===== src/rtl/muldiv_unit_if.sv =====
// muldiv_unit_if
//
// Purpose:
//   Groups the execute-stage multiply/divide request and the HI/LO result
//   signals into one bundle. The execute stage drives the request side, and
//   muldiv_unit owns the result side.
//
// Parameters:
//   WIDTH       operand width; HI and LO are each WIDTH bits
//
// Signals:
//   start       EX-stage instruction valid this cycle      (master -> slave)
//   alucontrol  decoded ALU operation (1000 MULT, 1001 DIV) (master -> slave)
//   hien, loen  HI/LO write enables from the decoder        (master -> slave)
//   srca, srcb  rs / rt operands                            (master -> slave)
//   busy        operation in flight, pipeline must stall    (slave -> master)
//   done        one-cycle pulse, HI/LO just updated         (slave -> master)
//   hi, lo      architectural HI / LO registers             (slave -> master)
//   div0        sticky divide-by-zero flag, present only when
//               MULDIV_DIV0_FLAG_EN is defined              (slave -> master)
//
// Configuration macro: MULDIV_DIV0_FLAG_EN
interface muldiv_unit_if #(
   parameter int WIDTH = 32
);
   logic             start;
   logic [3:0]       alucontrol;
   logic             hien;
   logic             loen;
   logic [WIDTH-1:0] srca;
   logic [WIDTH-1:0] srcb;
   logic             busy;
   logic             done;
   logic [WIDTH-1:0] hi;
   logic [WIDTH-1:0] lo;
`ifdef MULDIV_DIV0_FLAG_EN
   logic             div0;

   // Execute-stage view: issues requests and observes results
   modport master (
      output start, alucontrol, hien, loen, srca, srcb,
      input  busy, done, hi, lo, div0
   );

   // Unit view: consumes requests and owns HI/LO
   modport slave (
      input  start, alucontrol, hien, loen, srca, srcb,
      output busy, done, hi, lo, div0
   );
`else
   // Execute-stage view: issues requests and observes results
   modport master (
      output start, alucontrol, hien, loen, srca, srcb,
      input  busy, done, hi, lo
   );

   // Unit view: consumes requests and owns HI/LO
   modport slave (
      input  start, alucontrol, hien, loen, srca, srcb,
      output busy, done, hi, lo
   );
`endif
endinterface


===== src/rtl/muldiv_unit.sv =====
// muldiv_unit
//
// Purpose:
//   Iterative signed multiplier/divider that owns the HI and LO architectural
//   registers. It performs one shift-add (MULT) or one restoring
//   shift-subtract (DIV) step per cycle on operand magnitudes. A final cycle
//   then applies the two's-complement sign correction and writes HI/LO.
//   busy stays high from the accept edge until HI/LO are written, which is
//   WIDTH+1 cycles.
//
// Ports:
//   clk    system clock, rising edge
//   reset  asynchronous, active-high reset
//   bus    muldiv_unit_if.slave
//            in : start, alucontrol, hien, loen, srca, srcb
//            out: busy, done, hi, lo (and div0 with MULDIV_DIV0_FLAG_EN)
//
// Configuration macro: MULDIV_DIV0_FLAG_EN
//   When this macro is defined, the design adds a div0 flag. The flag is set
//   when a divide by zero completes and is cleared on the next accepted
//   operation.
module muldiv_unit #(
   parameter int WIDTH = 32
) (
   input logic          clk,
   input logic          reset,
   muldiv_unit_if.slave bus
);

   localparam logic [3:0] OP_MULT = 4'b1000;
   localparam logic [3:0] OP_DIV  = 4'b1001;
   localparam int         CNT_W   = (WIDTH > 1) ? $clog2(WIDTH) : 1;

   typedef enum logic [1:0] {
      IDLE,
      RUN,
      FIX
   } state_t;

   state_t             state_q, state_d;
   logic [WIDTH-1:0]   a_q, a_d;
   logic [WIDTH-1:0]   b_q, b_d;
   logic [2*WIDTH-1:0] acc_q, acc_d;
   logic [CNT_W-1:0]   cnt_q, cnt_d;
   logic               op_div_q, op_div_d;
   logic               res_neg_q, res_neg_d;
   logic               dvd_neg_q, dvd_neg_d;
   logic [WIDTH-1:0]   hi_q, hi_d;
   logic [WIDTH-1:0]   lo_q, lo_d;
   logic               busy_q, busy_d;
   logic               done_q, done_d;
`ifdef MULDIV_DIV0_FLAG_EN
   logic               div0_q, div0_d;
`endif

   logic               accept;
   logic [WIDTH-1:0]   srca_mag;
   logic [WIDTH-1:0]   srcb_mag;
   logic [WIDTH:0]     mul_sum;
   logic [WIDTH:0]     div_shift;
   logic [WIDTH:0]     div_diff;
   logic [2*WIDTH-1:0] acc_step;
   logic [2*WIDTH-1:0] prod_fixed;
   logic [WIDTH-1:0]   quo_fixed;
   logic [WIDTH-1:0]   rem_fixed;
   logic [WIDTH-1:0]   dvd_restored;

   // Request qualification. The operands are reduced to magnitudes here, so
   // the datapath iterates on unsigned values only. The magnitude of the
   // most-negative value is its own bit pattern read as unsigned, which is
   // the correct magnitude.
   always_comb begin
      accept   = bus.start && !busy_q && bus.hien && bus.loen &&
                 ((bus.alucontrol == OP_MULT) || (bus.alucontrol == OP_DIV));
      srca_mag = bus.srca[WIDTH-1] ? -bus.srca : bus.srca;
      srcb_mag = bus.srcb[WIDTH-1] ? -bus.srcb : bus.srcb;
   end

   // One iteration of the shared datapath. The accumulator is used
   // differently for each operation:
   //   MULT: upper half is the running partial product; lower half starts
   //         as the multiplier and is shifted out LSB-first as product bits
   //         shift in.
   //   DIV : upper half is the partial remainder; lower half starts as the
   //         dividend and is shifted out MSB-first as quotient bits shift in.
   // The divisor magnitude is at most 2^(WIDTH-1), so the remainder always
   // fits in WIDTH bits. Only the shifted trial value needs one extra bit.
   always_comb begin
      mul_sum   = {1'b0, acc_q[2*WIDTH-1:WIDTH]} + (acc_q[0] ? {1'b0, a_q} : '0);
      div_shift = acc_q[2*WIDTH-1:WIDTH-1];
      div_diff  = div_shift - {1'b0, b_q};
      if (op_div_q) begin
         if (!div_diff[WIDTH]) begin
            acc_step = {div_diff[WIDTH-1:0], acc_q[WIDTH-2:0], 1'b1};
         end else begin
            acc_step = {div_shift[WIDTH-1:0], acc_q[WIDTH-2:0], 1'b0};
         end
      end else begin
         acc_step = {mul_sum, acc_q[WIDTH-1:1]};
      end
   end

   // Sign correction for the final write. The quotient takes the XOR of the
   // operand signs, and the remainder takes the sign of the dividend. The
   // untouched dividend is rebuilt from its magnitude and sign for the
   // divide-by-zero result, which avoids keeping a second copy of srca.
   always_comb begin
      prod_fixed   = res_neg_q ? -acc_q : acc_q;
      quo_fixed    = res_neg_q ? -acc_q[WIDTH-1:0] : acc_q[WIDTH-1:0];
      rem_fixed    = dvd_neg_q ? -acc_q[2*WIDTH-1:WIDTH] : acc_q[2*WIDTH-1:WIDTH];
      dvd_restored = dvd_neg_q ? -a_q : a_q;
   end

   // Control FSM and next-state values. HI/LO are written only in FIX, so
   // they hold steady for the whole time busy is high. done is high for
   // exactly the one cycle after FIX. An accept is therefore legal while
   // done is high, because the state is already back in IDLE.
   always_comb begin
      state_d   = state_q;
      a_d       = a_q;
      b_d       = b_q;
      acc_d     = acc_q;
      cnt_d     = cnt_q;
      op_div_d  = op_div_q;
      res_neg_d = res_neg_q;
      dvd_neg_d = dvd_neg_q;
      hi_d      = hi_q;
      lo_d      = lo_q;
      busy_d    = busy_q;
      done_d    = 1'b0;
`ifdef MULDIV_DIV0_FLAG_EN
      div0_d    = div0_q;
`endif
      case (state_q)
         IDLE: begin
            if (accept) begin
               a_d       = srca_mag;
               b_d       = srcb_mag;
               op_div_d  = (bus.alucontrol == OP_DIV);
               res_neg_d = bus.srca[WIDTH-1] ^ bus.srcb[WIDTH-1];
               dvd_neg_d = bus.srca[WIDTH-1];
               acc_d     = (bus.alucontrol == OP_DIV) ? {{WIDTH{1'b0}}, srca_mag}
                                                      : {{WIDTH{1'b0}}, srcb_mag};
               cnt_d     = CNT_W'(WIDTH - 1);
               busy_d    = 1'b1;
               state_d   = RUN;
`ifdef MULDIV_DIV0_FLAG_EN
               div0_d    = 1'b0;
`endif
            end
         end
         RUN: begin
            acc_d = acc_step;
            if (cnt_q == '0) begin
               state_d = FIX;
            end else begin
               cnt_d = cnt_q - 1'b1;
            end
         end
         FIX: begin
            if (!op_div_q) begin
               hi_d = prod_fixed[2*WIDTH-1:WIDTH];
               lo_d = prod_fixed[WIDTH-1:0];
            end else if (b_q == '0) begin
               hi_d = dvd_restored;
               lo_d = '1;
            end else begin
               hi_d = rem_fixed;
               lo_d = quo_fixed;
            end
`ifdef MULDIV_DIV0_FLAG_EN
            div0_d  = op_div_q && (b_q == '0);
`endif
            busy_d  = 1'b0;
            done_d  = 1'b1;
            state_d = IDLE;
         end
         default: begin
            state_d = IDLE;
            busy_d  = 1'b0;
         end
      endcase
   end

   // State register. Reset aborts any operation in flight immediately.
   // Because done is cleared here as well, an aborted operation never
   // produces a done pulse.
   always_ff @(posedge clk or posedge reset) begin
      if (reset) begin
         state_q   <= IDLE;
         a_q       <= '0;
         b_q       <= '0;
         acc_q     <= '0;
         cnt_q     <= '0;
         op_div_q  <= 1'b0;
         res_neg_q <= 1'b0;
         dvd_neg_q <= 1'b0;
         hi_q      <= '0;
         lo_q      <= '0;
         busy_q    <= 1'b0;
         done_q    <= 1'b0;
`ifdef MULDIV_DIV0_FLAG_EN
         div0_q    <= 1'b0;
`endif
      end else begin
         state_q   <= state_d;
         a_q       <= a_d;
         b_q       <= b_d;
         acc_q     <= acc_d;
         cnt_q     <= cnt_d;
         op_div_q  <= op_div_d;
         res_neg_q <= res_neg_d;
         dvd_neg_q <= dvd_neg_d;
         hi_q      <= hi_d;
         lo_q      <= lo_d;
         busy_q    <= busy_d;
         done_q    <= done_d;
`ifdef MULDIV_DIV0_FLAG_EN
         div0_q    <= div0_d;
`endif
      end
   end

   assign bus.busy = busy_q;
   assign bus.done = done_q;
   assign bus.hi   = hi_q;
   assign bus.lo   = lo_q;
`ifdef MULDIV_DIV0_FLAG_EN
   assign bus.div0 = div0_q;
`endif

endmodule


===== src/flat_wrapper.sv =====
// flat-port wrapper written by rule: the top's interface ports become plain ports
module muldiv_unit_flat 
#(
   parameter int WIDTH = 32
)
  (clk, reset, bus_start, bus_alucontrol, bus_hien, bus_loen, bus_srca, bus_srcb, bus_busy, bus_done, bus_hi, bus_lo);
  muldiv_unit_if #(.WIDTH(WIDTH)) bus_i ();
  input logic clk;
  input logic reset;
  input wire logic [$bits(bus_i.start)-1:0] bus_start;
  input wire logic [$bits(bus_i.alucontrol)-1:0] bus_alucontrol;
  input wire logic [$bits(bus_i.hien)-1:0] bus_hien;
  input wire logic [$bits(bus_i.loen)-1:0] bus_loen;
  input wire logic [$bits(bus_i.srca)-1:0] bus_srca;
  input wire logic [$bits(bus_i.srcb)-1:0] bus_srcb;
  output wire logic [$bits(bus_i.busy)-1:0] bus_busy;
  output wire logic [$bits(bus_i.done)-1:0] bus_done;
  output wire logic [$bits(bus_i.hi)-1:0] bus_hi;
  output wire logic [$bits(bus_i.lo)-1:0] bus_lo;
  assign bus_i.start = bus_start;
  assign bus_i.alucontrol = bus_alucontrol;
  assign bus_i.hien = bus_hien;
  assign bus_i.loen = bus_loen;
  assign bus_i.srca = bus_srca;
  assign bus_i.srcb = bus_srcb;
  assign bus_busy = bus_i.busy;
  assign bus_done = bus_i.done;
  assign bus_hi = bus_i.hi;
  assign bus_lo = bus_i.lo;
  muldiv_unit #(.WIDTH(WIDTH)) u_core (.clk(clk), .reset(reset), .bus(bus_i));
endmodule

===== config.mk =====
export PLATFORM = sky130hd
export DESIGN_NAME = muldiv_unit_flat
export DESIGN_NICKNAME = d
export VERILOG_FILES = /design/src/rtl/muldiv_unit_if.sv /design/src/rtl/muldiv_unit.sv /design/src/flat_wrapper.sv
export SDC_FILE = /design/constraint.sdc
export NUM_CORES = 1
export LEC_CHECK = 0
export CAP_MARGIN = 20
export CORE_MARGIN = 2
export CORE_UTILIZATION = 53
export CTS_CLUSTER_DIAMETER = 200
export DETAILED_ROUTE_END_ITERATION = 6
export PLACE_DENSITY_LB_ADDON = 0.3
export REMOVE_ABC_BUFFERS = 1
export SKIP_CTS_REPAIR_TIMING = 1
export SLEW_MARGIN = 20
export SYNTH_ARGS = -nofsm -noshare
export SYNTH_HDL_FRONTEND = slang
export SYNTH_SLANG_ARGS = --single-unit

===== constraint.sdc =====
create_clock -name clk -period 9.6 [get_ports clk]
set_input_delay 0.96 -clock clk [delete_from_list [all_inputs] [get_ports clk]]
set_output_delay 0.96 -clock clk [all_outputs]
set_load 0.01 [all_outputs]

==> flow_summary.json <==
{
  "status": "completed",
  "dr.pass1.iters": 6,
  "synth_compound_area_share_pct": 24.59,
  "n_antenna_cell": 0,
  "setup_violations": 0,
  "gp_congestion": 0.9187,
  "rows": 65,
  "numCtsBuffers": 25,
  "cp_slowest_cell": "o31ai_1",
  "root_buffer": "clkbuf_16",
  "whs_path_depth": 2,
  "min_delay_worst_endpoint": "u_core.bus.hi[20]",
  "vias_per_cell": 6.262,
  "synth_xor_area_share_pct": 11.70,
  "dieArea_sq_um": 33930,
  "synthAdderAreaFrac_pct": 5.394,
  "synthArstFlopShare_pct": 100.0,
  "cp_max_fo": 36,
  "r2r_start": "u_core.acc_q[0]",
  "r2r_end": "u_core.acc_q[63]",
  "drt-initial-drc-count": 1598,
  "cellPowerDensity_nw_per_um2": 249.2,
  "seqPwrFrac_pct": 28.4,
  "yosysSeqAreaShare_pct": 29.66,
  "synth_edf_count": 0,
  "hold_slack_ns": 0.4727,
  "power_frac_comb_pct": 51.6,
  "reg2reg_depth": 15,
  "synth-simple-area-share_pct": 19.96,
  "rsz0062_at_grt": "false",
  "place_hpwl_um": 39140,
  "timing.final.ws_setup_ns": 5.328,
  "worstPathArrival_ns": 4.73,
  "power.switching_mw": 2.180,
  "synth.area.mux_share_pct": 3.809,
  "core-area_sq_um": 31800,
  "vias": 16330,
  "dieWidth_um": 184.2,
  "leakage_nw": 7.916,
  "slowest_delay_ns": 0.43,
  "min_path_type": "register to register",
  "drive_gt1_share_pct": 5.476,
  "grt_antenna_before_repair": 0,
  "clock-sinks": 204,
  "ir_drop_v": 0.0001596,
  "worst-r2r-setup-slack_ns": 5.33,
  "nNetsFinal": 2301,
  "synth_cells": 2120,
  "dp_slack_ns": 5.243,
  "grt_overflow": 0,
  "worstMarginPinSlew_ns": 1.081,
  "ys_warn_count": 0,
  "internal-power_mw": 2.707,
  "cp_data_required_time_ns": 10.06,
  "grt_max_degree": 196,
  "synth.area.top_cells": "dfrtp_1 (30%), xnor2_1 (6.5%), nand2_1 (5.8%), o21ai_0 (5.4%), xor2_1 (5.2%)",
  "pin_count": 139,
  "synth-seq-cells": 204,
  "switching_share_pct": 44.61,
  "yosys.area.top_type_share_pct": 29.66,
  "period_minus_slack_ns": 4.272,
  "clk_latency_ns": 0.56,
  "grt_first_pass_wirelength_um": 85900,
  "area_growth_syn_to_layout_pct": 13.94,
  "slew_violations": 0,
  "crit_chain": "buf_4 > inv_1 > nor2_1 > ha_1 > inv_1 > fa_1 > nor2b_1 > o2111ai_1 > a21oi_1 > a31oi_1 > o31a_1 > o31ai_1 > a31oi_1 > o31a_1 > a211oi_1",
  "yosysTopAreaCell": "dfrtp_1",
  "h-tree-depth": 1,
  "synth_cell_types": 86,
  "syn_avg_cell_area_sq_um": 8.119,
  "tns_ns": 0,
  "fin_worst_skew_ns": 0.01308,
  "wirelength_um": 53790,
  "initial_utilization_pct": 54.13,
  "clkPwrFrac_pct": 20.0,
  "clk_pin_slew_ns": 0.06,
  "cap_violations": 0,
  "crit_type": "register to register",
  "die_h_um": 184.2,
  "max_freq_mhz": 234.1,
  "grt_pass1_vias": 15710,
  "holdCritStartpoint": "u_core.bus.hi[20]",
  "clk_path_buf_depth": 3,
  "track_usage_pct": 31.93,
  "slew_headroom_pct": 26.94,
  "critPathLaunchType": "register",
  "synthFlopType": "dfrtp_1",
  "ant_nets": 0,
  "cts_tree": "built",
  "synth_top_family_by_area": "compound AO/OA/AOI/OAI gates",
  "syn-cell-area_sq_um": 17210,
  "finalHoldViolCount": 0,
  "worstSetupEndpointType": "register",
  "io_buffer_count": 138,
  "period_share_pct": 44.50,
  "drc": 0,
  "crit_family": "compound AO/OA/AOI/OAI gates",
  "detail_route.wl_per_cell_um": 20.62,
  "path_buf_inv": 3
}
==> per-stage QoR <==
| stage | util [%] | power [mW] | std cells | area (sq um) |
|---|---|---|---|---|
| 2_1_floorplan | - | 3.056 | 1968 | 16620 |
| 3_3_place_gp | 58.97 | 3.819 | 2563 | 18750 |
| 3_5_place_dp | 58.97 | 3.851 | 2563 | 18750 |
| 4_1_cts | 61.65 | 4.847 | 2608 | 19600 |
| 5_1_grt | 61.67 | 5.203 | 2608 | 19610 |
| 6_report | 61.67 | 4.887 | 2608 | 19610 |
==> cell type report <==
class / count / area [sq um]
clock buffer: 39 / 778.2
sequential: 204 / 5110
multi-input combinational: 1698 / 11290
inverter: 66 / 255.2
tap: 435 / 544.3
timing repair buffer: 160 / 1563
fill: 2791 / 12190
clock inverter: 6 / 72.57
==> registers in the layout, summed over array words and instances, names as in the netlist <==
| name | flops |
|---|---|
| u_core.bus.hi | 32 |
| u_core.cnt_q | 5 |
| u_core.dvd_neg_q | 1 |
| u_core.res_neg_q | 1 |
| u_core.bus.busy | 1 |
| u_core.b_q | 32 |
| u_core.a_q | 32 |
| u_core.state_q | 2 |
| u_core.acc_q | 64 |
| u_core.bus.done | 1 |
| u_core.op_div_q | 1 |
| u_core.bus.lo | 32 |
==> metal layers <==
layer	global-route usage, %	wire, um
met1	44.46	24020
met2	48.92	23160
met3	6.026	4320
met4	12.83	2289
met5	0	0
==> synthesized netlist by cell type, types with 29 or more instances <==
| library cell | number |
|---|---|
| dfrtp_1 | 204 |
| a21oi_1 | 115 |
| xor2_1 | 103 |
| a211oi_1 | 54 |
| xnor2_1 | 127 |
| o211ai_1 | 36 |
| mux2i_1 | 43 |
| o21ai_0 | 184 |
| inv_1 | 65 |
| o31ai_1 | 54 |
| nor2_1 | 106 |
| and2_1 | 53 |
| nand3_1 | 31 |
| nand4_1 | 31 |
| nand2_1 | 267 |
| clkbuf_1 | 125 |
| a22oi_1 | 29 |
| ha_1 | 71 |
==> how the worst max path moves through the flow <==
stage | from | to | slack (ns) | cells past startpoint
after global placement | bus_srca[0] | u_core.acc_q[27] | 5.27 | 10
after floorplan | bus_alucontrol[1] | u_core.acc_q[62] | 2.18 | 6
after CTS | u_core.acc_q[0] | u_core.acc_q[63] | 5.41 | 15
final | u_core.acc_q[0] | u_core.acc_q[63] | 5.33 | 15
after detailed placement | bus_srca[5] | u_core.acc_q[27] | 5.24 | 10
after global routing | u_core.acc_q[0] | u_core.acc_q[63] | 5.03 | 15
==> logic make-up (layout without fill, tap and decap cells) <==
family                   count (synthesis)  in the layout
AO/OA/AOI/OAI                          648            648
XOR/XNOR                               230            230
adder cells (fa/ha/maj)                 73             73
multiplexers                            62             62
AND/OR/NAND/NOR                        685            685
buffers and inverters                  218            271
flip-flops                             204            204
==> cell usage in the layout (no fill, tap or decap), types with 29 or more instances in the layout <==
cell | Yosys | layout
clkdlybuf4s50_1 | 0 | 138
nand4_1 | 31 | 31
o31ai_1 | 54 | 54
a22oi_1 | 29 | 29
and2_1 | 53 | 53
o21ai_0 | 184 | 184
nor2_1 | 106 | 105
o211ai_1 | 36 | 36
xor2_1 | 103 | 103
a21oi_1 | 115 | 115
dfrtp_1 | 204 | 202
ha_1 | 71 | 71
nand3_1 | 31 | 31
nand2_1 | 267 | 266
a211oi_1 | 54 | 54
mux2i_1 | 43 | 43
xnor2_1 | 127 | 127
inv_1 | 65 | 64
==> worst reg2reg max path, cell delays in order, from the launching register on <==
cell	delay (ns)
dfrtp_1	0.32
buf_4	0.33
inv_1	0.18
nor2_1	0.13
ha_1	0.25
inv_1	0.08
fa_1	0.41
nor2b_1	0.18
o2111ai_1	0.16
a21oi_1	0.36
a31oi_1	0.33
o31a_1	0.42
o31ai_1	0.43
a31oi_1	0.16
o31a_1	0.29
a211oi_1	0.16
==> power groups by stage <==
| stage | sequential (mW) | combinational [mW] | clock [mW] |
|---|---|---|---|
| 6_report | 1.39 | 2.52 | 0.977 |
| 5_1_grt | 1.42 | 2.76 | 1.02 |
| 4_1_cts | 1.37 | 2.48 | 0.988 |
| 3_5_place_dp | 1.39 | 2.46 | 0 |
| 3_3_place_gp | 1.38 | 2.44 | 0 |
| 2_1_floorplan | 1.33 | 1.72 | 0 |
(Power assumes the default switching activity.)
